## src/rtl/fir_mac_sched.sv

```systemverilog
// fir_mac_sched: time-multiplexed FIR controller. One shared signed MAC is
// stepped across all taps for every accepted sample. A circular history
// buffer holds the last TAPS samples. Coefficients are double-banked: a
// shadow bank that software writes freely, and an active bank that only
// changes between samples.
module fir_mac_sched #(
    parameter int TAPS = 16,
    parameter int DW   = 16,
    parameter int CW   = 16,
    parameter int FRAC = 11
) (
    input  logic                    clk,
    input  logic                    rst_n,
    input  logic                    in_valid,
    input  logic [DW-1:0]           in_data,
    output logic                    in_ready,
    input  logic                    cfg_we,
    input  logic [$clog2(TAPS)-1:0] cfg_addr,
    input  logic [CW-1:0]           cfg_data,
    input  logic                    cfg_commit,
    output logic                    commit_pend,
    output logic                    out_valid,
    output logic [DW-1:0]           out_data,
    output logic                    out_sat
);

    localparam int AW   = $clog2(TAPS);
    localparam int PW   = DW + CW;
    localparam int ACCW = PW + AW;

    // Clamp limits for the output, expressed at accumulator width so the
    // comparison sees every guard bit.
    localparam logic signed [ACCW-1:0] SAT_MAX = {{(ACCW-DW+1){1'b0}}, {(DW-1){1'b1}}};
    localparam logic signed [ACCW-1:0] SAT_MIN = {{(ACCW-DW+1){1'b1}}, {(DW-1){1'b0}}};

    typedef enum logic [1:0] {
        IDLE,
        MAC,
        DONE
    } state_t;

    state_t state;
    state_t state_next;

    logic [AW-1:0]          wp;
    logic [AW-1:0]          k;
    logic [AW-1:0]          rd_idx;
    logic signed [DW-1:0]   hist     [TAPS];
    logic signed [CW-1:0]   coef_sh  [TAPS];
    logic signed [CW-1:0]   coef_act [TAPS];
    logic signed [ACCW-1:0] acc;
    logic signed [ACCW-1:0] sum;
    logic signed [ACCW-1:0] shifted;
    logic signed [PW-1:0]   prod;
    logic                   accept;
    logic                   last_tap;
    logic                   apply_commit;
    logic [DW-1:0]          sat_data;
    logic                   sat_flag;

    assign accept       = in_valid && (state == IDLE);
    assign last_tap     = (state == MAC) && (k == AW'(TAPS - 1));
    assign apply_commit = commit_pend && (state == IDLE);

    // wp already points past the newest sample, so newest is wp-1 and the
    // tap-k sample is k entries older; AW-bit arithmetic wraps the ring.
    assign rd_idx = wp - AW'(1) - k;

    // Full-precision product; the size casts sign-extend before multiplying
    // so no product bits are lost.
    assign prod = PW'(coef_act[k]) * PW'(hist[rd_idx]);

    // Tap 0 restarts the accumulation, later taps add onto it. The extra AW
    // guard bits mean the sum of TAPS full-scale products cannot wrap.
    assign sum     = (k == '0) ? ACCW'(prod) : acc + ACCW'(prod);
    assign shifted = sum >>> FRAC;

    // Saturate the rescaled sum to the output width and flag when clamped.
    always_comb begin
        sat_data = shifted[DW-1:0];
        sat_flag = 1'b0;
        if (shifted > SAT_MAX) begin
            sat_data = {1'b0, {(DW-1){1'b1}}};
            sat_flag = 1'b1;
        end else if (shifted < SAT_MIN) begin
            sat_data = {1'b1, {(DW-1){1'b0}}};
            sat_flag = 1'b1;
        end
    end

    // Sequencer state register.
    always_ff @(posedge clk or negedge rst_n) begin
        if (!rst_n) begin
            state <= IDLE;
        end else begin
            state <= state_next;
        end
    end

    // Next-state logic: one MAC cycle per tap, then a single DONE cycle.
    always_comb begin
        state_next = state;
        case (state)
            IDLE:    if (accept)   state_next = MAC;
            MAC:     if (last_tap) state_next = DONE;
            DONE:    state_next = IDLE;
            default: state_next = IDLE;
        endcase
    end

    // Handshake outputs decoded straight from the state.
    always_comb begin
        in_ready  = 1'b0;
        out_valid = 1'b0;
        case (state)
            IDLE:    in_ready  = 1'b1;
            DONE:    out_valid = 1'b1;
            default: ;
        endcase
    end

    // Sample capture into the ring, tap counter and accumulator.
    always_ff @(posedge clk or negedge rst_n) begin
        if (!rst_n) begin
            wp  <= '0;
            k   <= '0;
            acc <= '0;
            for (int i = 0; i < TAPS; i++) begin
                hist[i] <= '0;
            end
        end else begin
            if (accept) begin
                hist[wp] <= $signed(in_data);
                wp       <= wp + AW'(1);
                k        <= '0;
            end
            if (state == MAC) begin
                acc <= sum;
                k   <= k + AW'(1);
            end
        end
    end

    // The final sum is complete on the last tap edge, so the result is
    // registered there and is already stable throughout the DONE cycle;
    // it then holds until the next sample finishes.
    always_ff @(posedge clk or negedge rst_n) begin
        if (!rst_n) begin
            out_data <= '0;
            out_sat  <= 1'b0;
        end else if (last_tap) begin
            out_data <= sat_data;
            out_sat  <= sat_flag;
        end
    end

    // Coefficient banks: the shadow takes writes at any time, and the active
    // bank is refreshed only on an IDLE edge with a commit pending, so a
    // running computation never sees a mix of old and new taps. A shadow
    // write on the copy edge is forwarded so it is part of the new bank.
    always_ff @(posedge clk or negedge rst_n) begin
        if (!rst_n) begin
            commit_pend <= 1'b0;
            for (int i = 0; i < TAPS; i++) begin
                coef_sh[i]  <= '0;
                coef_act[i] <= '0;
            end
        end else begin
            if (cfg_we) begin
                coef_sh[cfg_addr] <= $signed(cfg_data);
            end
            if (apply_commit) begin
                for (int i = 0; i < TAPS; i++) begin
                    coef_act[i] <= (cfg_we && (cfg_addr == AW'(i))) ? $signed(cfg_data) : coef_sh[i];
                end
            end
            if (cfg_commit) begin
                commit_pend <= 1'b1;
            end else if (apply_commit) begin
                commit_pend <= 1'b0;
            end
        end
    end

endmodule

```

## config.mk

```make
export PLATFORM = sky130hd
export DESIGN_NAME = fir_mac_sched
export DESIGN_NICKNAME = d
export VERILOG_FILES = /design/src/rtl/fir_mac_sched.sv
export SDC_FILE = /design/constraint.sdc
export NUM_CORES = 2
export LEC_CHECK = 0
export CAP_MARGIN = 40
export CORE_MARGIN = 2
export CORE_UTILIZATION = 38
export DETAILED_ROUTE_END_ITERATION = 7
export HOLD_SLACK_MARGIN = 0.08
export SLEW_MARGIN = 40
export SYNTH_ARGS = -nofsm -noshare
export SYNTH_HDL_FRONTEND = slang
export SYNTH_SLANG_ARGS = --single-unit
```

## constraint.sdc

```tcl
create_clock -name clk -period 20.3 [get_ports clk]
set_clock_uncertainty 0.05 [all_clocks]
set_input_delay 3.045 -clock clk [delete_from_list [all_inputs] [get_ports clk]]
set_output_delay 3.045 -clock clk [all_outputs]
set_load 0.01 [all_outputs]
```

After elaboration in Yosys (flattened, before gate mapping)
Cells that the tools add are included.
- flip-flop bits (word level): 832
- word-level logic and storage cells: 162
- add/subtract/negate cells: 5
- $mul: 1
- order comparisons: 8
- equal/unequal tests: 20
- multiplexer cells: 42
- bitwise logic cells: 4
- reductions and logical operators: 27
- operators by type and width (kind ; number):
    $bwmux 256 ; 2
    $mux 16 ; 24
    $bmux 16 s4 ; 2
    $demux 16 s4 ; 2
    $add 36x32->36 ; 1
    $eq 4x4->1 const B ; 9
    $mux 36 ; 1
    $mul 16x16->32 ; 1
    $gt 25x16->1 const B ; 1
    $lt 25x16->1 const B ; 1
    $logic_and 1x1->1 ; 21
    $ge 5x5->1 const B ; 4
    $not 4->5 ; 4
    $eq 4x3->1 const B ; 4
    $lt 5x1->1 const B ; 2
    $add 4x1->4 const B ; 2
    $eq 4x2->1 const B ; 2
    $logic_not 4->1 ; 2
    $mux 4 ; 2
    $mux 1 ; 6
    $eq 4x1->1 const B ; 1
    $mux 2 ; 2
    $ne 2x2->1 const B ; 2
    $pmux 2 s2 ; 1
    other kinds (7) ; 8

Depth between registers and ports, before layout
- word-level depth: 12
- depth in mapped cells: 51
- mapped depth without buffers: 42

Worst setup path before layout
Ideal clock, no wire load.
- path kind: register -> register
- start point: reg k[0]
- end point: reg out_data[4]
- library setup time: 0.131 ns
- arrival: 11.160 ns
- required time: 20.119 ns
- slack: 8.959 ns
- cell stages (with the launch flop): 47
- buffers on the path: 9
- clock period less this slack: 11.341 ns
- cells stage by stage: dfrtp_1 > clkbuf_1 > buf_2 > buf_2 > buf_2 > inv_1 > ha_1 > inv_1 > fa_1 > buf_2 > buf_2 > mux4_2 > mux2_2 > a21oi_1 > clkbuf_1 > nor2_1 > fa_1 > inv_1 > [11 not listed] > a21oi_2 > a41oi_2 > o21bai_1 > xor2_1 > ha_1 > buf_2 > o21ai_1 > o211a_1 > o21bai_1 > a21o_1 > a21o_1 > o211ai_1 > a2111oi_0 > nor3_2 > xor2_1 > a21oi_2 > buf_6 > o22ai_2
- word-level cells in the longest chain between the ends: 11
- elaborated cells between the ends (all ways): 19
- those cells by class: add/sub: 2; mul: 1; order compare: 2; eq/ne: 1; mux: 9; bitwise: 2; reduce/logical: 2
- RTL lines (element ; line ; text):
    from (decl) ; 46 ; logic [AW-1:0] k;
    from (signal assigned) ; 139 ; k <= k + AW'(1);
    $sub 4x4->4 ; 67 ; assign rd_idx = wp - AW'(1) - k;
    $not 4->5 (implied by the code) ; 71 ; assign prod = PW'(coef_act[k]) * PW'(hist[rd_idx]);
    $bmux 16 s4 ; 71 ;
    $mux 16 (implied by the code) (2 in a row) ; 71 ;
    $mul 16x16->32 ; 71 ;
    $add 36x32->36 ; 75 ; assign sum = (k == '0) ? ACCW'(prod) : acc + ACCW'(prod);
    $mux 36 ; 75 ;
    $lt 25x16->1 ; 85 ; end else if (shifted < SAT_MIN) begin
    $mux 16 ; 85 ;
    $mux 16 ; 82 ; if (shifted > SAT_MAX) begin
    to (signal assigned) ; 152 ; out_data <= sat_data;
    to (decl) ; 23 ; output logic [DW-1:0] out_data,
Several ways; a longest one is shown, not always the timed one. The select of a mux whose other input is x is not followed.
A chain may end at the register's enable or synchronous reset.

Final worst setup path
- start point: reg k[0]
- end point: reg out_data[14]
The elaborated chain is that of the path after synthesis.

==> summary.txt <==
Status
  – Status: finished clean

STA
  – Max Slew Vio Count: 0
  – Relative slew slack: 44.2%
  – RSZ-0062 raised after global routing: false
  – Slew @ Worst Pin: 834 ps
  – Final setup TNS: 0 ps
  – Crit share post-route: 61.3%
  – Fin crit period: 12440 ps
  – Final hold vios: 0
  – Final setup viols: 0
  – Max Clock Freq: 80.4 MHz

Synth
  – YS warnings: 0
  – Mean post-synth cell area: 12.9 um2
  – Seq cells post-synth: 832
  – Ys flop type: dfrtp_1
  – Netlist cell types: 80
  – EDFF count, synth: 0
  – Asr flop ratio synth: 100%
  – Seq/Total Area, Yosys: 43.8%
  – Post-Syn Instances: 3680
  – Mapped cell area: 47500 um2
  – Mapped Nets: 4111

Clocking
  – Clock tree sinks: 832
  – Clock Pin Slew Worst Setup and Hold Paths: 60 ps
  – Post_cts resized: 0
  – Maximum clock path buffer count: 3
  – Clock Latency Late Sink: 690 ps
  – CTS Root Cell: clkbuf_16
  – Setup bufs post-CTS: 0
  – Cts-stage hold buffer count: 0
  – Total CTS buffers: 90
  – CTS tree: yes
  – H-tree level count: 3

Drt
  – DR pass1 iterations: 6
  – Drt wl/cell: 20.8 um
  – Post-Route WL: 112000 um
  – DRC viols: 0
  – Routed Antenna Nets: 0
  – Via-to-Cell Ratio: 5.21
  – DR iter-0 viols: 1668
  – DR vias: 28188

Worst setup path
  – Slowest cell on the critical path: fa_4
  – Slowest stage delay, CP: 1080 ps
  – Worst Path Required: 20750 ps
  – Critical path arrival: 12890 ps
  – WS Path Type: reg -> reg
  – Critical Path Fanout Max: 42
  – Startpoint Class: flip-flop
  – Critical Path Sink Type: flip-flop

Floorplanning
  – Placeable Area: 124000 um2
  – Row cnt: 129
  – Die W: 358 um
  – Ports: 61
  – Chip height: 358 um
  – Die footprint: 128000 um2
  – Initial Util: 38.3%

Finish
  – Layout Nets: 4127
  – Layout cells sized above 1: 32.9%
  – Area of the multi-input gates: 24700 um2
  – P&R area growth vs syn: 12.3%
  – FF/Latch Area: 20800 um2
  – Fillcell total: 11409
  – Antenna Cells: 0

GRT
  – Vias in the first global route: 30109
  – GRT Total Usage: 18.0%
  – Grt ovf: 0
  – Largest net degree at the start of global routing: 96
  – First-pass GRT wire length: 179000 um
  – Initial antenna violation count: 1

Placement
  – Detailed Place HPWL: 72600 um
  – Routability cong.: 0.879
  – I/O Buffers: 60

Min path
  – Hold crit path type: reg -> reg

Flow run
  – Max Cap Viol: 0
==> flip-flops by register name (all words and copies together) (netlist names) <==
name         flops
out_sat          1
coef_act       256
commit_pend      1
coef_sh        256
k                4
acc             36
hist           256
wp               4
state            2
out_data        16
==> synthesized netlist by cell type (all sizes together) (2+ instances only) <==
master	n	share of area [%]
o22ai	19	0.40
xor2	24	0.46
a21o	19	0.32
or3	3	0.040
nand2	237	1.9
nor3	10	0.13
a211o	3	0.055
a32oi	3	0.055
and3	10	0.15
o21bai	11	0.18
nand3	26	0.27
a31oi	15	0.22
nand2b	34	0.45
nor4b	2	0.037
dfrtp	832	44
a211oi	15	0.25
nor3b	4	0.063
nor2b	76	1.0
and4	4	0.079
inv	326	2.6
mux2i	28	0.59
buf	49	0.61
fa	264	11
nor2	128	1.0
clkbuf	158	1.2
a21oi	92	1.0
o21ai	77	0.82
o211ai	10	0.17
a21boi	2	0.040
nand3b	4	0.063
mux2	776	18
o21a	15	0.24
xnor2	52	0.97
o31ai	5	0.10
nand4	10	0.14
a2111oi	4	0.16
and2	33	0.44
mux4	137	6.5
ha	126	3.3
or2	26	0.34
==> cell type report <==
class                           instances  area share (%)
Multi-Input combinational cell       2314            46.3
Sequential cell                       832            39.0
Clock buffer                          131            5.00
Tap cell                             1637            3.84
Timing Repair Buffer                  131            2.44
Inverter                              327            2.30
Clock inverter                         35            1.10
==> kinds of logic (layout without fill, tap and decap cells) <==
kind of cell	count (synthesis)	in the layout	share of synthesized area (%)
adders and majority gates	390	390	14.4
xor gates and xnor gates	76	76	1.43
and+or+nand+nor	608	608	6.13
muxes	941	941	25.5
DFF	832	832	43.8
AOI/OAI and AO/OA	299	299	4.25
buffers and inverters	534	624	4.44
==> worst max-delay path, delay by kind of cell (launching register included) <==
kind	cells	cell delay (ps)
buffers and inverters	8	1270
DFF	1	650
muxes	2	840
AOI/OAI and AO/OA	14	3420
xor gates and xnor gates	2	400
adders and majority gates	10	5060
and+or+nand+nor	3	520
==> metal layers <==
layer | vias up | share of wire [%] | GRT usage (%)
li1 | 12599 | - | -
met1 | 14953 | 48 | 26.3
met2 | 487 | 46 | 28.6
met3 | 149 | 3.7 | 2.23
met4 | 0 | 2.0 | 4.42
met5 | - | 0 | 0
==> through the flow <==
stage / instances / utilization [%] / cell area, um2 / hold slack (ps) / setup slack [ps]
2_1_floorplan: 3680 / - / 47500 / 402 / 8960
3_3_place_gp: 5235 / 40.3 / 49900 / 421 / 7380
3_5_place_dp: 5240 / 40.4 / 50100 / 428 / 7770
4_1_cts: 5406 / 43.0 / 53300 / 442 / 7670
5_1_grt: 5407 / 43.1 / 53400 / 449 / 7220
6_report: 5407 / 43.1 / 53400 / 439 / 7860
==> path summary, 6_finish.rpt <==
kind / from / to / slack [ps] / depth (start not counted)
max: k[0] / out_data[14] / 7860 / 39
min: acc[6] / acc[6] / 440 / 2
max reg2reg: k[0] / out_data[14] / 7860 / 39
min reg2reg: acc[6] / acc[6] / 440 / 2
max in group asynchronous: rst_n / hist[172] / 15260 / 5
min in group asynchronous: rst_n / out_data[0] / 2330 / 1
==> cell usage in the layout, fill, tap and decap left out, types with 13 or more instances in the layout <==
cell,count
a21o_1,18
xor2_1,22
mux2i_1,28
clkbuf_16,90
a31oi_1,13
xnor2_1,50
a21oi_1,84
or2_2,25
dfrtp_1,830
nor2b_1,74
fa_1,263
mux4_2,137
nand2b_1,33
inv_1,325
and2_1,31
clkbuf_8,26
nand3_1,25
nor2_1,117
a211oi_1,14
mux2_2,775
ha_1,125
o21ai_0,65
clkdlybuf4s50_1,59
nand2_1,226
buf_4,54
clkbuf_1,15
o21a_1,15
Power is not shown: default switching activity piles up to over one toggle a cycle in this logic, so the estimate is an artifact.
